`src/rtl/dmem_responder_pkg.sv`:
```
// Shared processor-side definitions for the data-memory responder: state and op
// encodings, default sizing constants and the address legality check.
package dmem_responder_pkg;

    localparam int DATA_W         = 16;
    localparam int ADDR_W         = 16;
    localparam int LATENCY_DEF    = 2;
    localparam int DEPTH_LOG2_DEF = 8;
    localparam int CNT_W          = 4;

    typedef enum logic [1:0] {
        ST_IDLE   = 2'd0,
        ST_BUSY   = 2'd1,
        ST_HALTED = 2'd2
    } state_t;

    typedef enum logic {
        OP_READ  = 1'b0,
        OP_WRITE = 1'b1
    } op_t;

    // Word-aligned and inside the 2**depth_log2 word window.
    function automatic logic addr_legal(input logic [ADDR_W-1:0] a, input int depth_log2);
        logic [ADDR_W-1:0] hi_mask;
        hi_mask = {ADDR_W{1'b1}} << (depth_log2 + 1);
        return (a[0] == 1'b0) && ((a & hi_mask) == '0);
    endfunction

endpackage

```
`src/rtl/dmem_responder_if.sv`:
```
// Memory-stage request/response bundle between the pipeline (master) and the
// data-memory responder (slave).
interface dmem_responder_if;
    import dmem_responder_pkg::*;

    logic [ADDR_W-1:0] addr;
    logic [DATA_W-1:0] writeData;
    logic              memRead;
    logic              memWrite;
    logic              halt;
    logic [DATA_W-1:0] readData;
    logic              done;
    logic              stall;
    logic              err;

    modport master (
        output addr, writeData, memRead, memWrite, halt,
        input  readData, done, stall, err
    );

    modport slave (
        input  addr, writeData, memRead, memWrite, halt,
        output readData, done, stall, err
    );

endinterface

```
`src/rtl/dmem_array.sv`:
```
// Word storage for the responder: one synchronous write port, one asynchronous
// read port. Contents are deliberately never reset.
module dmem_array
    import dmem_responder_pkg::*;
#(
    parameter int DEPTH_LOG2 = DEPTH_LOG2_DEF
) (
    input  logic                  clk,
    input  logic                  we,
    input  logic [DEPTH_LOG2-1:0] waddr,
    input  logic [DATA_W-1:0]     wdata,
    input  logic [DEPTH_LOG2-1:0] raddr,
    output logic [DATA_W-1:0]     rdata
);

    logic [DATA_W-1:0] mem [0:(1<<DEPTH_LOG2)-1];

    always_ff @(posedge clk) begin
        if (we) begin
            mem[waddr] <= wdata;
        end
    end

    assign rdata = mem[raddr];

endmodule

```
`src/rtl/dmem_responder.sv`:
```
// Memory-stage responder: accepts one load/store in IDLE, completes it LATENCY
// cycles later with a done pulse, flags illegal requests, and parks on halt.
module dmem_responder
    import dmem_responder_pkg::*;
#(
    parameter int LATENCY    = LATENCY_DEF,
    parameter int DEPTH_LOG2 = DEPTH_LOG2_DEF
) (
    input  logic             clk,
    input  logic             rst,
    dmem_responder_if.slave  bus
);

    localparam logic [CNT_W-1:0] CNT_LOAD = CNT_W'(LATENCY - 1);

    state_t                state;
    logic [CNT_W-1:0]      cnt;
    op_t                   op_q;
    logic [DEPTH_LOG2-1:0] idx_q;
    logic [DATA_W-1:0]     wdata_q;
    logic                  halt_pend;
    logic [DATA_W-1:0]     read_data_q;
    logic                  done_q;
    logic                  stall_q;
    logic                  err_q;

    logic                  fire;
    logic                  mem_we;
    logic                  req_both;
    logic                  req_one;
    logic                  req_legal;
    logic [DATA_W-1:0]     rd_word;

    assign fire      = (state == ST_BUSY) && (cnt == '0);
    // Gating with rst keeps a reset edge from committing an in-flight store.
    assign mem_we    = fire && (op_q == OP_WRITE) && rst;
    assign req_both  = bus.memRead && bus.memWrite;
    assign req_one   = bus.memRead ^ bus.memWrite;
    assign req_legal = addr_legal(bus.addr, DEPTH_LOG2);

    dmem_array #(
        .DEPTH_LOG2 (DEPTH_LOG2)
    ) u_array (
        .clk   (clk),
        .we    (mem_we),
        .waddr (idx_q),
        .wdata (wdata_q),
        .raddr (idx_q),
        .rdata (rd_word)
    );

    always_ff @(posedge clk) begin
        if (!rst) begin
            state       <= ST_IDLE;
            cnt         <= '0;
            halt_pend   <= 1'b0;
            read_data_q <= '0;
            done_q      <= 1'b0;
            stall_q     <= 1'b0;
            err_q       <= 1'b0;
        end else begin
            done_q <= 1'b0;
            err_q  <= 1'b0;
            case (state)
                ST_IDLE: begin
                    halt_pend <= 1'b0;
                    if (bus.halt) begin
                        state   <= ST_HALTED;
                        stall_q <= 1'b0;
                    end else if (req_both || ((bus.memRead || bus.memWrite) && !req_legal)) begin
                        err_q <= 1'b1;
                    end else if (req_one) begin
                        op_q    <= bus.memWrite ? OP_WRITE : OP_READ;
                        idx_q   <= bus.addr[DEPTH_LOG2:1];
                        wdata_q <= bus.writeData;
                        cnt     <= CNT_LOAD;
                        state   <= ST_BUSY;
                        stall_q <= 1'b1;
                    end
                end
                ST_BUSY: begin
                    // A halt seen at any point of the access is honoured once it completes.
                    if (bus.halt) begin
                        halt_pend <= 1'b1;
                    end
                    if (cnt == '0) begin
                        done_q  <= 1'b1;
                        stall_q <= 1'b0;
                        if (op_q == OP_READ) begin
                            read_data_q <= rd_word;
                        end
                        state <= (halt_pend || bus.halt) ? ST_HALTED : ST_IDLE;
                    end else begin
                        cnt <= cnt - 1'b1;
                    end
                end
                ST_HALTED: begin
                    stall_q <= 1'b0;
                end
                default: begin
                    state   <= ST_IDLE;
                    stall_q <= 1'b0;
                end
            endcase
        end
    end

    assign bus.readData = read_data_q;
    assign bus.done     = done_q;
    assign bus.stall    = stall_q;
    assign bus.err      = err_q;

endmodule
```
`src/flat_wrapper.sv`:
```
// flat-port wrapper written by rule: the top's interface ports become plain ports
module dmem_responder_flat import dmem_responder_pkg::*;
#(
    parameter int LATENCY    = LATENCY_DEF,
    parameter int DEPTH_LOG2 = DEPTH_LOG2_DEF
)
  (clk, rst, bus_addr, bus_writeData, bus_memRead, bus_memWrite, bus_halt, bus_readData, bus_done, bus_stall, bus_err);
  dmem_responder_if bus_i ();
  input  logic clk;
  input  logic rst;
  input wire logic [$bits(bus_i.addr)-1:0] bus_addr;
  input wire logic [$bits(bus_i.writeData)-1:0] bus_writeData;
  input wire logic [$bits(bus_i.memRead)-1:0] bus_memRead;
  input wire logic [$bits(bus_i.memWrite)-1:0] bus_memWrite;
  input wire logic [$bits(bus_i.halt)-1:0] bus_halt;
  output wire logic [$bits(bus_i.readData)-1:0] bus_readData;
  output wire logic [$bits(bus_i.done)-1:0] bus_done;
  output wire logic [$bits(bus_i.stall)-1:0] bus_stall;
  output wire logic [$bits(bus_i.err)-1:0] bus_err;
  assign bus_i.addr = bus_addr;
  assign bus_i.writeData = bus_writeData;
  assign bus_i.memRead = bus_memRead;
  assign bus_i.memWrite = bus_memWrite;
  assign bus_i.halt = bus_halt;
  assign bus_readData = bus_i.readData;
  assign bus_done = bus_i.done;
  assign bus_stall = bus_i.stall;
  assign bus_err = bus_i.err;
  dmem_responder #(.LATENCY(LATENCY), .DEPTH_LOG2(DEPTH_LOG2)) u_core (.clk(clk), .rst(rst), .bus(bus_i));
endmodule
```
`config.mk`:
```
export PLATFORM = sky130hd
export DESIGN_NAME = dmem_responder_flat
export DESIGN_NICKNAME = d
export VERILOG_FILES = /design/src/rtl/dmem_responder_pkg.sv /design/src/rtl/dmem_responder_if.sv /design/src/rtl/dmem_array.sv /design/src/rtl/dmem_responder.sv /design/src/flat_wrapper.sv
export SDC_FILE = /design/constraint.sdc
export NUM_CORES = 2
export LEC_CHECK = 0
export BUFFER_PORTS_ARGS = -buffer_cell sky130_fd_sc_hd__buf_2
export CAP_MARGIN = 5
export CORE_ASPECT_RATIO = 2
export CORE_MARGIN = 3
export CORE_UTILIZATION = 50
export DETAILED_ROUTE_END_ITERATION = 8
export MAX_ROUTING_LAYER = met4
export PLACE_DENSITY = 0.67
export SKIP_LAST_GASP = 1
export SLEW_MARGIN = 5
export SYNTH_ARGS = -nofsm -noshare
export SYNTH_HDL_FRONTEND = slang
export SYNTH_SLANG_ARGS = --single-unit
```
`constraint.sdc`:
```
create_clock -name clk -period 6.8 [get_ports clk]
set_input_delay 1.36 -clock clk [delete_from_list [all_inputs] [get_ports clk]]
set_output_delay 1.36 -clock clk [all_outputs]
set_load 0.01 [all_outputs]
```
==> impl_results.md <==
- Outcome: complete, but fails checks
- Failing checks: max-capacitance violations, max-slew violations
- Final hold vios: 0
- Leak: 55.8 nW
- Crit Path Max Fanout: 67
- Initial antenna violation count: 20
- Full die area: 328000 sq um
- Hold Crit Class: reg -> reg
- CTS tree: yes
- Cell Area, Synth: about 160000 sq um
- Post-synthesis adder-cell area fraction: 0.000312
- Dpl hpwl: 281 mm
- EDFF count, synth: 4121
- Crit Path Class: reg -> reg
- Final TNS setup: 0 ns
- Ys flop type: edfxtp_1
- Area of the multi-input gates: 33200 sq um
- RSZ-0062 raised after global routing: no
- Measured slew at the worst slew-check pin: 1.52 ns
- Starting Density: 0.503
- Pwr dens: 268 nW/um^2
- First-pass GRT wire length: 624 mm
- Synth Area in Simple Gates: 0.0218
- # Max-Cap Violations: 1
- Portion of netlist area occupied by mux cells: 0.156
- Register bit total from synthesis: 4147
- CP endpoint kind: flop
- Required time of the critical path: around 7.6 ns
- Cts bufs inserted: 332
- I/O pin total: 56
- CTS sink cnt: between 4000 and 5000
- Routability Congestion: between 0.9 and 1
- Routed WL per cell: 36.6 microns
- Port bufs: 55
- Clock root buffer: clkbuf_16
- Nets: 7836
- Residual DRC: 0
- FF/Latch Area: 124000 sq um
- Vias in the first global route: 80400
- Fillcell total: 23100
- Rows: 293
- Largest family of logic cells by synthesized area: multiplexers
- Synth-to-Final Area Change: 11.0%
- Die Span Y: 807 microns
- DRT Wirelength: 447 mm
- Worst-Skew Late Latency: approximately 0.93 ns
- Placed cells: 11600
- Maximum vdd drop: 0.253 mV
- Worst EP arrival: 5.85 ns
- Startpoint Class: flop
- Top-area cell type share of the netlist area: 0.772
- Layout Utilization: 0.558
- Synth Warn #: 0
- Hold_ws: 0.490 ns
- Max-slew violations: 1
- Largest net degree at the start of global routing: 177
- Max_slew headroom: -0.0151
- Setup Fix Bufs, Post-CTS: 0
- Post-synth cell types: roughly 70
- Share of cells above drive strength 1: 0.245
- Final worst path period need: roughly 5.0 ns
- Max clock buf depth: 4
- Post-Syn Instances: roughly 7400
- Final setup vio count: 0
- Total power: 47.7 mW
- Mean Syn Cell Area: 21.7 sq um
- Die W: around 400 microns
- DRT Pass-1 Iters: 5
- Clock slew at reported path FFs: 0.07 ns
- Async SR Flop Fraction: 0
- XOR/XNOR Fraction of Synth Area: 0.000109
- Syn_nets: approximately 7400
- Max Freq: 0.200 GHz
- Top cells by area, synth: edfxtp_1 (77%), mux4_2 (13%), mux2i_1 (2.2%)
- Synth Area in Compound Gates: 0.0276
- CORE AREA: between 300000 and 400000 sq um
- Non-Filler Instances: 12200
- Vias: roughly 79000
- CTS Hold Buffers Added: 0
- Seq/Total Area, Yosys: 0.776
- Post-CTS sizing: 0
- Clock H-tree levels: 5
- Post-DR vias/cell: 6.51
- Total GRT Usage: 0.281
- Post-synth top area cell: edfxtp_1
- Worst Skew: 0.0544 ns
- Detailed Route Iter0 Violations: 10700
- Post-DRT Antenna Nets: 0
- Gr ovfl total: 0
- Tcrit/Tclk final: 0.736
## report_power, final
group          total, mW  leakage, nW  internal [mW]  switching (mW)
registers           27.7         37.2           27.7         0.00717
logic              0.455         13.3          0.142           0.314
clock network       19.5         5.24           10.7            8.84
## worst paths after layout
check	from	end	slack (ns)	depth (start not counted)
worst min register to register	u_core.bus.stall$_SDFFE_PN0P_	u_core.bus.stall$_SDFFE_PN0P_	0.49	2
worst min-delay path	u_core.bus.stall$_SDFFE_PN0P_	u_core.bus.stall$_SDFFE_PN0P_	0.49	2
worst max register to register	u_core.idx_q[1]$_DFFE_PP_	u_core.bus.readData[7]$_SDFFE_PN0P_	1.79	10
worst max-delay path	u_core.idx_q[1]$_DFFE_PP_	u_core.bus.readData[7]$_SDFFE_PN0P_	1.79	10
## critical path, stage by stage, from the launching register on
cell,delay (ns)
edfxtp_1,1.04
buf_4,0.39
buf_12,0.38
buf_12,0.46
mux2i_1,0.14
a22oi_1,0.43
nand3_1,0.25
o211ai_1,0.19
nor3_1,0.17
nor4_1,1.09
a311o_1,0.21
## cells in the final DEF, fill, tap and decap left out, types with 12 or more instances in the layout
master and instances:
mux4_1 24, o22ai_1 40, o211ai_1 43, dfxtp_1 26, buf_2 55, edfxtp_1 4121, nand3_1 94, diode_2 30
nand2_1 263, buf_4 412, mux2i_1 347, clkbuf_1 53, nor3_1 30, o221ai_1 20, a31oi_1 53, a211oi_1 16
clkinv_1 70, nor2_2 14, clkinv_2 63, a21oi_1 75, o22a_1 23, nand2b_1 12, clkbuf_16 342, o2111ai_1 14
nor2_1 343, o21ai_0 104, a22oi_1 139, a221oi_1 19, mux4_2 919, buf_12 49, a32oi_1 44, mux2_2 21
bufinv_16 37
## registers in the layout, summed over array words and instances, names as in the netlist
name and count:
u_core.bus.err 1, u_core.cnt 4, u_core.wdata_q 16, u_core.u_array.mem 4096, u_core.halt_pend 1, u_core.bus.stall 1
u_core.idx_q 8, u_core.bus.done 1, u_core.bus.readData 16, u_core.state 2, u_core.op_q 1
## layout make-up
class | instances | area share
flip-flops and latches | 4147 | 0.699
multi-input cells | 2784 | 0.187
clock buffers | 402 | 0.0498
well taps | 4130 | 0.0291
repair buffers | 518 | 0.0246
clock inverters | 188 | 0.0104
diodes | 30 | 0.000422
inverters | 12 | 0.000359
## cells by family after synthesis
family / count (synthesis)
multiplexers: 1312
flip-flops: 4147
AO/OA/AOI/OAI: 634
adder cells (fa/ha/maj): 4
buffers and inverters: 448
XOR/XNOR: 2
AND/OR/NAND/NOR: 832
## stage by stage
stage / worst slack (ns) / cell area [sq um]
global route: 1.84 / 178000
global placement: 1.66 / 167000
CTS: 1.87 / 178000
floorplan: 2.75 / 160000
detailed placement: 1.59 / 167000
finish: 1.79 / 178000
## cells in the mapped netlist (7+ instances only)
| library cell | count |
|---|---|
| dfxtp_1 | 26 |
| o22a_1 | 23 |
| o22ai_1 | 40 |
| clkbuf_1 | 118 |
| and3_1 | 11 |
| buf_8 | 13 |
| a31oi_1 | 53 |
| nand2_1 | 267 |
| nand4_1 | 11 |
| mux2_2 | 21 |
| buf_2 | 121 |
| a221oi_1 | 19 |
| mux2i_1 | 347 |
| mux4_2 | 919 |
| buf_4 | 85 |
| o221ai_1 | 20 |
| nor2_1 | 359 |
| nor4_1 | 10 |
| a32oi_1 | 44 |
| o211ai_1 | 43 |
| nand2b_1 | 13 |
| o2111ai_1 | 14 |
| nor2b_1 | 11 |
| mux4_1 | 24 |
| a211oi_1 | 16 |
| nand3_1 | 98 |
| buf_6 | 67 |
| a21oi_1 | 75 |
| inv_1 | 8 |
| o21ai_0 | 104 |
| edfxtp_1 | 4121 |
| a22o_1 | 7 |
| nor3_1 | 32 |
| a22oi_1 | 139 |
| buf_1 | 16 |
| clkbuf_4 | 8 |
## per-layer routing
metal / wire length (microns) / global-route usage / up-vias
met5: 0 / - / -
met4: 42200 / 0.216 / 0
met3: 34000 / 0.0433 / 1090
met2: 225000 / 0.453 / 4546
met1: 145000 / 0.317 / 42100
li1: - / - / 31800
Power figures use the tool's default switching activity.
